<file path="src/rtl/div_if.sv">
// Handshake and data bundle between the EX stage and the divider.
// master: EX side (drives operands, start and annul; receives the result).
// slave:  divider side.
// Signals:
//   signed_div_i  1 = DIV (signed), 0 = DIVU
//   opdata1_i     dividend
//   opdata2_i     divisor
//   start_i       level request, held until ready_o is seen
//   annul_i       abort the operation in flight
//   result_o      {remainder (HI), quotient (LO)}
//   ready_o       result_o is valid
//   busy_o        divider is not idle
interface div_if #(
  parameter int unsigned DATA_W = 32
);
  logic                  signed_div_i;
  logic [DATA_W-1:0]     opdata1_i;
  logic [DATA_W-1:0]     opdata2_i;
  logic                  start_i;
  logic                  annul_i;
  logic [2*DATA_W-1:0]   result_o;
  logic                  ready_o;
  logic                  busy_o;

  modport master (
    output signed_div_i, opdata1_i, opdata2_i, start_i, annul_i,
    input  result_o, ready_o, busy_o
  );

  modport slave (
    input  signed_div_i, opdata1_i, opdata2_i, start_i, annul_i,
    output result_o, ready_o, busy_o
  );
endinterface

</file>
<file path="src/rtl/div_unit.sv">
// Multi-cycle restoring divider for DIV/DIVU. One quotient bit per cycle,
// MSB first. Result is {remainder, quotient}, matching the {HI, LO} pair.
// Ports:
//   clk  clock, rising edge
//   rst  synchronous reset, active-high
//   bus  div_if slave modport (operands, start/annul in; result/ready/busy out)
module div_unit #(
  parameter int unsigned DATA_W = 32,
  parameter int unsigned CNT_W  = 6
) (
  input logic  clk,
  input logic  rst,
  div_if.slave bus
);

  typedef enum logic [1:0] {StFree, StByZero, StOn, StEnd} state_e;

  state_e              state, state_next;
  logic [CNT_W-1:0]    count, count_next;
  // Dividend magnitude; shifts left so its MSB feeds the partial remainder.
  logic [DATA_W-1:0]   dividend, dividend_next;
  logic [DATA_W-1:0]   divisor, divisor_next;
  logic [DATA_W-1:0]   rem, rem_next;
  logic [DATA_W-1:0]   quot, quot_next;
  logic                sign_mode, sign_mode_next;
  logic                neg_a, neg_a_next;
  logic                neg_b, neg_b_next;
  logic [2*DATA_W-1:0] result, result_next;
  logic                ready, ready_next;

  logic [DATA_W:0]     rem_shift;
  logic [DATA_W:0]     trial;
  logic [DATA_W-1:0]   rem_step, quot_step;
  logic [DATA_W-1:0]   rem_fix, quot_fix;
  logic [DATA_W-1:0]   mag_a, mag_b;
  logic                last_iter;

  // One restoring step at DATA_W+1 bits; a set MSB means the trial went negative.
  assign rem_shift = {rem, dividend[DATA_W-1]};
  assign trial     = rem_shift - {1'b0, divisor};

  always_comb begin
    rem_step  = trial[DATA_W-1:0];
    quot_step = {quot[DATA_W-2:0], 1'b1};
    if (trial[DATA_W]) begin
      rem_step  = rem_shift[DATA_W-1:0];
      quot_step = {quot[DATA_W-2:0], 1'b0};
    end
  end

  // Sign fix-up applied to the final step; results wrap, so the most
  // negative dividend over -1 yields itself.
  assign quot_fix  = (sign_mode && (neg_a ^ neg_b)) ? -quot_step : quot_step;
  assign rem_fix   = (sign_mode && neg_a) ? -rem_step : rem_step;

  assign mag_a     = (bus.signed_div_i && bus.opdata1_i[DATA_W-1]) ? -bus.opdata1_i
                                                                    : bus.opdata1_i;
  assign mag_b     = (bus.signed_div_i && bus.opdata2_i[DATA_W-1]) ? -bus.opdata2_i
                                                                    : bus.opdata2_i;
  assign last_iter = (count == CNT_W'(DATA_W - 1));

  always_comb begin
    state_next     = state;
    count_next     = count;
    dividend_next  = dividend;
    divisor_next   = divisor;
    rem_next       = rem;
    quot_next      = quot;
    sign_mode_next = sign_mode;
    neg_a_next     = neg_a;
    neg_b_next     = neg_b;
    result_next    = result;
    ready_next     = ready;

    unique case (state)
      StFree: begin
        result_next = '0;
        ready_next  = 1'b0;
        if (bus.start_i && !bus.annul_i) begin
          sign_mode_next = bus.signed_div_i;
          neg_a_next     = bus.opdata1_i[DATA_W-1];
          neg_b_next     = bus.opdata2_i[DATA_W-1];
          if (bus.opdata2_i == '0) begin
            state_next = StByZero;
          end else begin
            state_next    = StOn;
            count_next    = '0;
            dividend_next = mag_a;
            divisor_next  = mag_b;
            rem_next      = '0;
            quot_next     = '0;
          end
        end
      end

      StByZero: begin
        if (bus.annul_i) begin
          state_next = StFree;
          count_next = '0;
        end else begin
          state_next = StEnd;
          rem_next   = '0;
          quot_next  = '0;
        end
      end

      StOn: begin
        if (bus.annul_i) begin
          state_next  = StFree;
          count_next  = '0;
          result_next = '0;
          ready_next  = 1'b0;
        end else begin
          count_next    = count + CNT_W'(1);
          dividend_next = {dividend[DATA_W-2:0], 1'b0};
          if (last_iter) begin
            state_next = StEnd;
            rem_next   = rem_fix;
            quot_next  = quot_fix;
          end else begin
            rem_next   = rem_step;
            quot_next  = quot_step;
          end
        end
      end

      StEnd: begin
        if (bus.annul_i || !bus.start_i) begin
          state_next  = StFree;
          count_next  = '0;
          result_next = '0;
          ready_next  = 1'b0;
        end else begin
          result_next = {rem, quot};
          ready_next  = 1'b1;
        end
      end

      default: state_next = StFree;
    endcase
  end

  always_ff @(posedge clk) begin
    if (rst) begin
      state     <= StFree;
      count     <= '0;
      dividend  <= '0;
      divisor   <= '0;
      rem       <= '0;
      quot      <= '0;
      sign_mode <= 1'b0;
      neg_a     <= 1'b0;
      neg_b     <= 1'b0;
      result    <= '0;
      ready     <= 1'b0;
    end else begin
      state     <= state_next;
      count     <= count_next;
      dividend  <= dividend_next;
      divisor   <= divisor_next;
      rem       <= rem_next;
      quot      <= quot_next;
      sign_mode <= sign_mode_next;
      neg_a     <= neg_a_next;
      neg_b     <= neg_b_next;
      result    <= result_next;
      ready     <= ready_next;
    end
  end

  assign bus.result_o = result;
  assign bus.ready_o  = ready;
  assign bus.busy_o   = (state != StFree);

endmodule
</file>
<file path="src/flat_wrapper.sv">
// flat-port wrapper written by rule: the top's interface ports become plain ports
module div_unit_flat 
#(
  parameter int unsigned DATA_W = 32,
  parameter int unsigned CNT_W  = 6
)
  (clk, rst, bus_signed_div_i, bus_opdata1_i, bus_opdata2_i, bus_start_i, bus_annul_i, bus_result_o, bus_ready_o, bus_busy_o);
  div_if #(.DATA_W(DATA_W)) bus_i ();
  input logic clk;
  input logic rst;
  input wire logic [$bits(bus_i.signed_div_i)-1:0] bus_signed_div_i;
  input wire logic [$bits(bus_i.opdata1_i)-1:0] bus_opdata1_i;
  input wire logic [$bits(bus_i.opdata2_i)-1:0] bus_opdata2_i;
  input wire logic [$bits(bus_i.start_i)-1:0] bus_start_i;
  input wire logic [$bits(bus_i.annul_i)-1:0] bus_annul_i;
  output wire logic [$bits(bus_i.result_o)-1:0] bus_result_o;
  output wire logic [$bits(bus_i.ready_o)-1:0] bus_ready_o;
  output wire logic [$bits(bus_i.busy_o)-1:0] bus_busy_o;
  assign bus_i.signed_div_i = bus_signed_div_i;
  assign bus_i.opdata1_i = bus_opdata1_i;
  assign bus_i.opdata2_i = bus_opdata2_i;
  assign bus_i.start_i = bus_start_i;
  assign bus_i.annul_i = bus_annul_i;
  assign bus_result_o = bus_i.result_o;
  assign bus_ready_o = bus_i.ready_o;
  assign bus_busy_o = bus_i.busy_o;
  div_unit #(.DATA_W(DATA_W), .CNT_W(CNT_W)) u_core (.clk(clk), .rst(rst), .bus(bus_i));
endmodule
</file>
<file path="config.mk">
export PLATFORM = sky130hd
export DESIGN_NAME = div_unit_flat
export DESIGN_NICKNAME = d
export VERILOG_FILES = /design/src/rtl/div_if.sv /design/src/rtl/div_unit.sv /design/src/flat_wrapper.sv
export SDC_FILE = /design/constraint.sdc
export NUM_CORES = 1
export LEC_CHECK = 0
export ABC_AREA = 1
export ABC_CLOCK_PERIOD_IN_PS = 6500
export CAP_MARGIN = 40
export CORE_MARGIN = 10
export CORE_UTILIZATION = 50
export DETAILED_ROUTE_END_ITERATION = 12
export PLACE_DENSITY = 0.71
export SLEW_MARGIN = 20
export SYNTH_ARGS = -nofsm -noshare
export SYNTH_HDL_FRONTEND = slang
export SYNTH_SLANG_ARGS = --single-unit
</file>
<file path="constraint.sdc">
create_clock -name clk -period 6.5 [get_ports clk]
set_input_delay 1.3 -clock clk [delete_from_list [all_inputs] [get_ports clk]]
set_output_delay 1.3 -clock clk [all_outputs]
set_load 0.02 [all_outputs]
</file>
==> results.py, run 1 <==
metrics = {
    "die": {
        "die-area_sq_um": 35430,
        "die_width_um": 188.2,
        "initial_utilization": 0.5080,
        "die_height_um": 188.2,
        "area_of_the_core_sq_um": 27860,
        "boundaryPins": 135,
        "placementRows": 61,
    },
    "clocking": {
        "tritoncts": "yes",
        "numCtsBuffers": 23,
        "numClockSinks": 204,
        "cts_root_buf": "clkbuf_16",
        "cts_hold_repair.buffers": 0,
        "clk_latency_ns": 0.53,
        "cts_resized": 0,
        "cts_htree_levels": 1,
        "cts.reportedPaths.clkPinSlew_ns": 0.06,
        "postCtsSetupRepairBufs": 0,
        "max-clock-path-buffers": 3,
    },
    "sta": {
        "fin_tns_setup_ns": 0,
        "finalClockSkew_ns": 0.01561,
        "finalMaxSlewViolations": 0,
        "timing.hold.ws_ns": 0.4528,
        "tightestPinTransition_ns": 0.8069,
        "postLayoutSetupSlackWorst_ns": 1.942,
        "hold_viol": 0,
        "fin_crit_sh": 0.7012,
        "fmaxAchievable_mhz": 219.4,
        "setup_viol": 0,
        "min_period_ns": 4.558,
        "worst_slew_margin_rel": 0.4608,
        "rsz_0062_raised_after_global_routing": "no",
    },
    "pwr": {
        "worst_ir_drop_vdd_uv": 243.6,
        "power.sequential.fraction": 0.268,
        "power.share.clock": 0.262,
        "power_density_nw_per_um2": 333.0,
        "power.net_switching_mw": 2.434,
        "switching_share_of_power": 0.4442,
        "power.share.combinational": 0.470,
        "total_power_mw": 5.480,
        "internal_power_mw": 3.046,
        "cellLeakagePower_nw": 7.561,
    },
    "logic_synthesis": {
        "yosysTopAreaCellShare": 0.2886,
        "synthSimpleGateAreaFrac": 0.3408,
        "synthesis.area_sq_um": 14150,
        "combinational_family_with_the_most_area_after_synthesis": "simple AND/OR/NAND/NOR gates",
        "netlist_top_cells_area": "dfxtp_1 29%, nand2_1 17%, inv_1 6.5%",
        "synth_most_common_cell": "nand2_1",
        "synth_enable_flop_cells": 0,
        "yosys.area_share.xor_xnor": 0.06189,
        "yosysWarnings": 0,
        "yosys.cell_types.count": 58,
        "synth.avg_cell_area_sq_um": 6.395,
        "synth_flop_type": "dfxtp_1",
        "synth.yosys.seq_area_share": 0.2886,
        "yosys.area_share.adder": 0.03855,
        "asyncSetResetFlopFracSynth": 0,
        "synth.cells.most_frequent": "630 x nand2_1, 246 x inv_1, 234 x nor2_1",
        "flops_latches_synth": 204,
        "yosys-mux-area-fraction": 0,
        "synth_compound_area_frac": 0.1635,
        "number_of_instances_in_the_synthesized_netlist": 2213,
        "synth_top_cell_by_area": "dfxtp_1",
        "postSynthNetCount": 2325,
    },
    "setup_path": {
        "depth_of_the_worst_register_to_register_path": 25,
        "worst_path_most_repeated_cell": "nand2_4",
        "regToRegSetupSlack_ns": 1.94,
        "cp.required_ns": 6.96,
        "crit_path_max_delay_cell_type": "dfxtp_1",
        "setup.worst_path.start_class": "flop",
        "worst_setup_path_end_kind": "flop",
        "critical_path_arrival_ns": 5.02,
        "crit_fanout": 9,
        "max_stage_delay_ns": 0.50,
        "regToRegEndpoint": "u_core.quot[28]",
        "worst_r2r_startpoint": "u_core.dividend[31]",
        "worstSetupPathType": "reg2reg",
    },
    "min_path": {
        "timing.hold.worst.start": "u_core.dividend[1]",
        "min_delay_worst_endpoint": "u_core.dividend[1]",
        "holdCritPathClass": "reg2reg",
        "worstHoldPathCells": 2,
    },
    "grt": {
        "maximum_number_of_pins_on_one_net_before_global_route_repair": 83,
        "number_of_antenna_violations_at_the_first_check_in_global_routing": 0,
        "grt_pass1_vias": 13130,
        "grt-ovfl-total": 0,
        "groute.usage.overall": 0.2261,
        "grt_pass1_wl_mm": 67.73,
    },
    "finish": {
        "final_nets": 2413,
        "areaGrowthSynthToFinish_pct": 16.28,
        "fin_cells": 2695,
        "layout-drive-gt1-share": 0.06474,
        "final_area_sq_um": 16460,
        "n_antenna_cell": 0,
        "final_core_utilization": 0.5907,
    },
    "routing": {
        "initialDrtViolationCount": 1268,
        "routed_wire_length_mm": 41.82,
        "via_per_inst": 5.289,
        "drt_first_pass_iters": 6,
        "via_count": 14260,
        "drc": 0,
        "route.antenna.remaining_nets": 0,
        "route.detailed.wl_per_inst_um": 15.52,
    },
    "place": {
        "place_congestion": 0.9689,
        "postPlaceCellArea_sq_um": 15550,
        "preCtsSetupSlack_ns": 1.908,
        "place.detailed.hpwl_mm": 31.95,
        "dp.cells": 2651,
        "buffer_ports.inserted": 134,
    },
    "status": {
        "run_status": "complete, no violations",
    },
    "job": {
        "drv_cap": 0,
    },
}
## state kept, by name (all words and copies together) (netlist names)
| register | count |
|---|---|
| u_core.neg_b | 1 |
| u_core.count | 6 |
| u_core.quot | 32 |
| u_core.bus.ready_o | 1 |
| u_core.sign_mode | 1 |
| u_core.rem | 32 |
| u_core.state | 2 |
| u_core.dividend | 32 |
| u_core.bus.result_o | 64 |
| u_core.divisor | 32 |
| u_core.neg_a | 1 |
## critical path, delay by kind of cell (launching register included)
family | cells | cell delay [ns]
AND/OR/NAND/NOR | 16 | 2.24
adder cells (fa/ha/maj) | 3 | 0.82
AO/OA/AOI/OAI | 3 | 0.57
flip-flops | 1 | 0.50
buffers and inverters | 2 | 0.19
XOR/XNOR | 1 | 0.17
## worst max path at each step
stage	startpoint	end	slack [ns]	cells after the start
after floorplan	u_core.dividend[31]	u_core.quot[28]	2.34	27
after global placement	bus_opdata2_i[0]	u_core.dividend[6]	1.99	19
after detailed placement	bus_opdata2_i[1]	u_core.dividend[6]	1.91	19
after CTS	u_core.dividend[31]	u_core.quot[28]	1.96	25
after global routing	u_core.dividend[31]	u_core.quot[28]	1.65	25
final	u_core.dividend[31]	u_core.quot[28]	1.94	25
## layout by cell type (no fill, tap or decap), types with 42 or more instances in the layout
| cell type | netlist | routed |
|---|---|---|
| ha_1 | 42 | 42 |
| a22oi_1 | 66 | 66 |
| dfxtp_1 | 204 | 204 |
| clkdlybuf4s50_1 | 0 | 133 |
| o21ai_0 | 89 | 89 |
| nand2_1 | 630 | 629 |
| a21oi_1 | 163 | 163 |
| xor2_1 | 63 | 63 |
| inv_1 | 246 | 245 |
| nor2_1 | 234 | 230 |
| nand3_1 | 125 | 125 |
## layer usage
metal | global-route usage | share of wire | wire length (um)
met5 | 0 | 0 | 0
met4 | 0.03477 | 0.0097 | 404
met3 | 0.03434 | 0.063 | 2647
met2 | 0.3786 | 0.46 | 19210
met1 | 0.3052 | 0.47 | 19550
## power groups by stage
stage          Sequential, mW  Combinational, mW  Clock [mW]
5_1_grt                  1.48               2.88        1.51
4_1_cts                  1.47               2.54        1.46
2_1_floorplan            1.46               2.02           0
3_5_place_dp             1.49               2.53           0
6_report                 1.47               2.57        1.44
3_3_place_gp             1.49               2.50           0
## kinds of logic after synthesis
family / Yosys count
AO/OA/AOI/OAI: 390
XOR/XNOR: 100
adder cells (fa/ha/maj): 43
buffers and inverters: 347
flip-flops: 204
AND/OR/NAND/NOR: 1129
## final cells by class
class,instances,area (sq um)
inverter,261,979.7
fill,2743,11400
clock buffer,34,676.9
clock inverter,7,156.4
tap,378,473.0
timing repair buffer,149,1506
multi-input combinational,1662,8581
sequential,204,4084
Power figures use the tool's default switching activity.
==> run 2: changes to the inputs <==
- ABC_CLOCK_PERIOD_IN_PS: 6500 -> 4000
- PLACE_DENSITY: 0.71 -> 0.74
- clock period: 6.5 -> 4 ns (I/O delays scaled with it)
==> run 2 against run 1 <==
Non-clock buffer count increased by 52. First-iteration DRC count shrank 11%. Worst setup slack worse by 1.7 ns. Clock power grew 58%.
==> results.py, run 2 (synthesis gave the netlist of run 1 again) <==
metrics = {
    "routing": {
        "initialDrtViolationCount": 1128,
        "drc": 0,
        "route.detailed.wl_per_inst_um": 15.89,
        "routed_wire_length_mm": 43.68,
        "route.antenna.remaining_nets": 0,
        "via_count": 14620,
        "via_per_inst": 5.320,
        "drt_first_pass_iters": 8,
    },
    "place": {
        "place.detailed.hpwl_mm": 33.90,
        "dp.cells": 2704,
        "buffer_ports.inserted": 134,
        "preCtsSetupSlack_ns": 0.02194,
        "postPlaceCellArea_sq_um": 16010,
        "place_congestion": 0.9882,
    },
    "grt": {
        "maximum_number_of_pins_on_one_net_before_global_route_repair": 66,
        "grt-ovfl-total": 0,
        "number_of_antenna_violations_at_the_first_check_in_global_routing": 0,
        "grt_pass1_wl_mm": 70.73,
        "groute.usage.overall": 0.2374,
        "grt_pass1_vias": 13830,
    },
    "die": {
        "die_height_um": 188.2,
        "die-area_sq_um": 35430,
        "initial_utilization": 0.5080,
        "area_of_the_core_sq_um": 27860,
        "placementRows": 61,
        "boundaryPins": 135,
        "die_width_um": 188.2,
    },
    "sta": {
        "timing.hold.ws_ns": 0.4563,
        "finalClockSkew_ns": 0.02088,
        "setup_viol": 0,
        "fin_tns_setup_ns": 0,
        "worst_slew_margin_rel": 0.4873,
        "finalMaxSlewViolations": 0,
        "tightestPinTransition_ns": 0.7690,
        "rsz_0062_raised_after_global_routing": "yes",
        "fmaxAchievable_mhz": 267.3,
        "fin_crit_sh": 0.9353,
        "min_period_ns": 3.741,
        "hold_viol": 0,
        "postLayoutSetupSlackWorst_ns": 0.2588,
    },
    "clocking": {
        "cts_root_buf": "clkbuf_16",
        "cts_hold_repair.buffers": 0,
        "cts_htree_levels": 1,
        "cts.reportedPaths.clkPinSlew_ns": 0.06,
        "tritoncts": "yes",
        "clk_latency_ns": 0.54,
        "numCtsBuffers": 24,
        "max-clock-path-buffers": 3,
        "numClockSinks": 204,
    },
    "finish": {
        "areaGrowthSynthToFinish_pct": 19.31,
        "layout.cells.most_common": "nand2_1",
        "total_of_fill_cells_in_the_finished_design": 2640,
        "flip_flop_count_of_the_largest_register_all_copies_and_words_added": 64,
        "layout-drive-gt1-share": 0.08984,
        "layout.cells.most_common_list": "629 x nand2_1, 244 x inv_1, 230 x nor2_1, 204 x dfxtp_1, 163 x a21oi_1",
        "fin_cells": 2749,
        "final_area_sq_um": 16880,
        "final_core_utilization": 0.6061,
        "final_nets": 2466,
        "n_antenna_cell": 0,
    },
    "setup_path": {
        "regToRegSetupSlack_ns": 0.26,
        "critical_path_buf_inv_count": 2,
        "critical-path-top-delay-family": "simple AND/OR/NAND/NOR gates",
        "max_stage_delay_ns": 0.39,
        "worst_path_most_repeated_cell": "nand2_4",
        "crit_fanout": 4,
        "cp.required_ns": 4.46,
        "worstSetupPathType": "reg2reg",
        "worst_setup_path_end_kind": "flop",
        "setup.worst_path.start_class": "flop",
        "critical_path_arrival_ns": 4.20,
        "crit_path_max_delay_cell_type": "fa_2",
    },
    "pwr": {
        "total_power_mw": 9.083,
        "power_density_nw_per_um2": 537.9,
        "worst_ir_drop_vdd_uv": 351.5,
        "cellLeakagePower_nw": 7.826,
    },
    "status": {
        "run_status": "complete, no violations",
    },
    "job": {
        "drv_cap": 0,
    },
    "min_path": {
        "holdCritPathClass": "reg2reg",
    },
}
==> run 2: area by class of cell <==
cell class / count / area (sq um) / share of cell area
clock inverter: 13 / 165.2 / 0.009781
clock buffer: 30 / 663.1 / 0.03927
multi-input combinational: 1662 / 8617 / 0.5103
sequential: 204 / 4084 / 0.2419
tap: 378 / 473.0 / 0.02801
inverter: 261 / 979.7 / 0.05802
timing repair buffer: 201 / 1903 / 0.1127
==> run 2: where the power goes <==
part           leakage (nW)  internal (mW)  switching, mW
logic                  5.78           1.44           2.99
clock network         0.397           1.37          0.905
registers              1.65           2.25          0.122
==> run 2: repair_timing <==
item	4_1_cts	5_1_grt
setup endpoints to repair	0	7
buffers inserted	0	1
gates resized for setup	0	8
==> run 2: worst register-to-register path, cell delays in order (launching register included) <==
cell and delay [ns]:
dfxtp_1 0.34, inv_1 0.05, ha_1 0.21, fa_2 0.39, inv_2 0.07, nand2_1 0.05, nand2_1 0.09, nand3_2 0.08
nand2_2 0.10, nand2_2 0.07, nand2_4 0.08, nand2_4 0.07, nand2_4 0.08, nand2_4 0.06, nand2_4 0.08, ha_2 0.19
nand4_1 0.12, nor3_2 0.18, nand3_2 0.12, or2_4 0.26, or3b_4 0.38, o21ai_2 0.17, o21ai_1 0.10, xor2_1 0.17
nand2_1 0.07, a21oi_1 0.14
==> run 2: routing by layer <==
layer  up-vias  track usage  wire [um]
li1       7429            -          -
met1      6709       0.3205      20180
met2       430       0.3859      19560
met3        56      0.03767       2993
met4         0      0.06000        952
met5         -            0          0
==> run 2: worst paths after layout <==
check	from	end	cells past startpoint
worst max-delay path	u_core.dividend[31]	u_core.quot[28]	25
worst min-delay path	u_core.dividend[1]	u_core.dividend[1]	2
worst max register to register	u_core.dividend[31]	u_core.quot[28]	25
worst min register to register	u_core.dividend[1]	u_core.dividend[1]	2
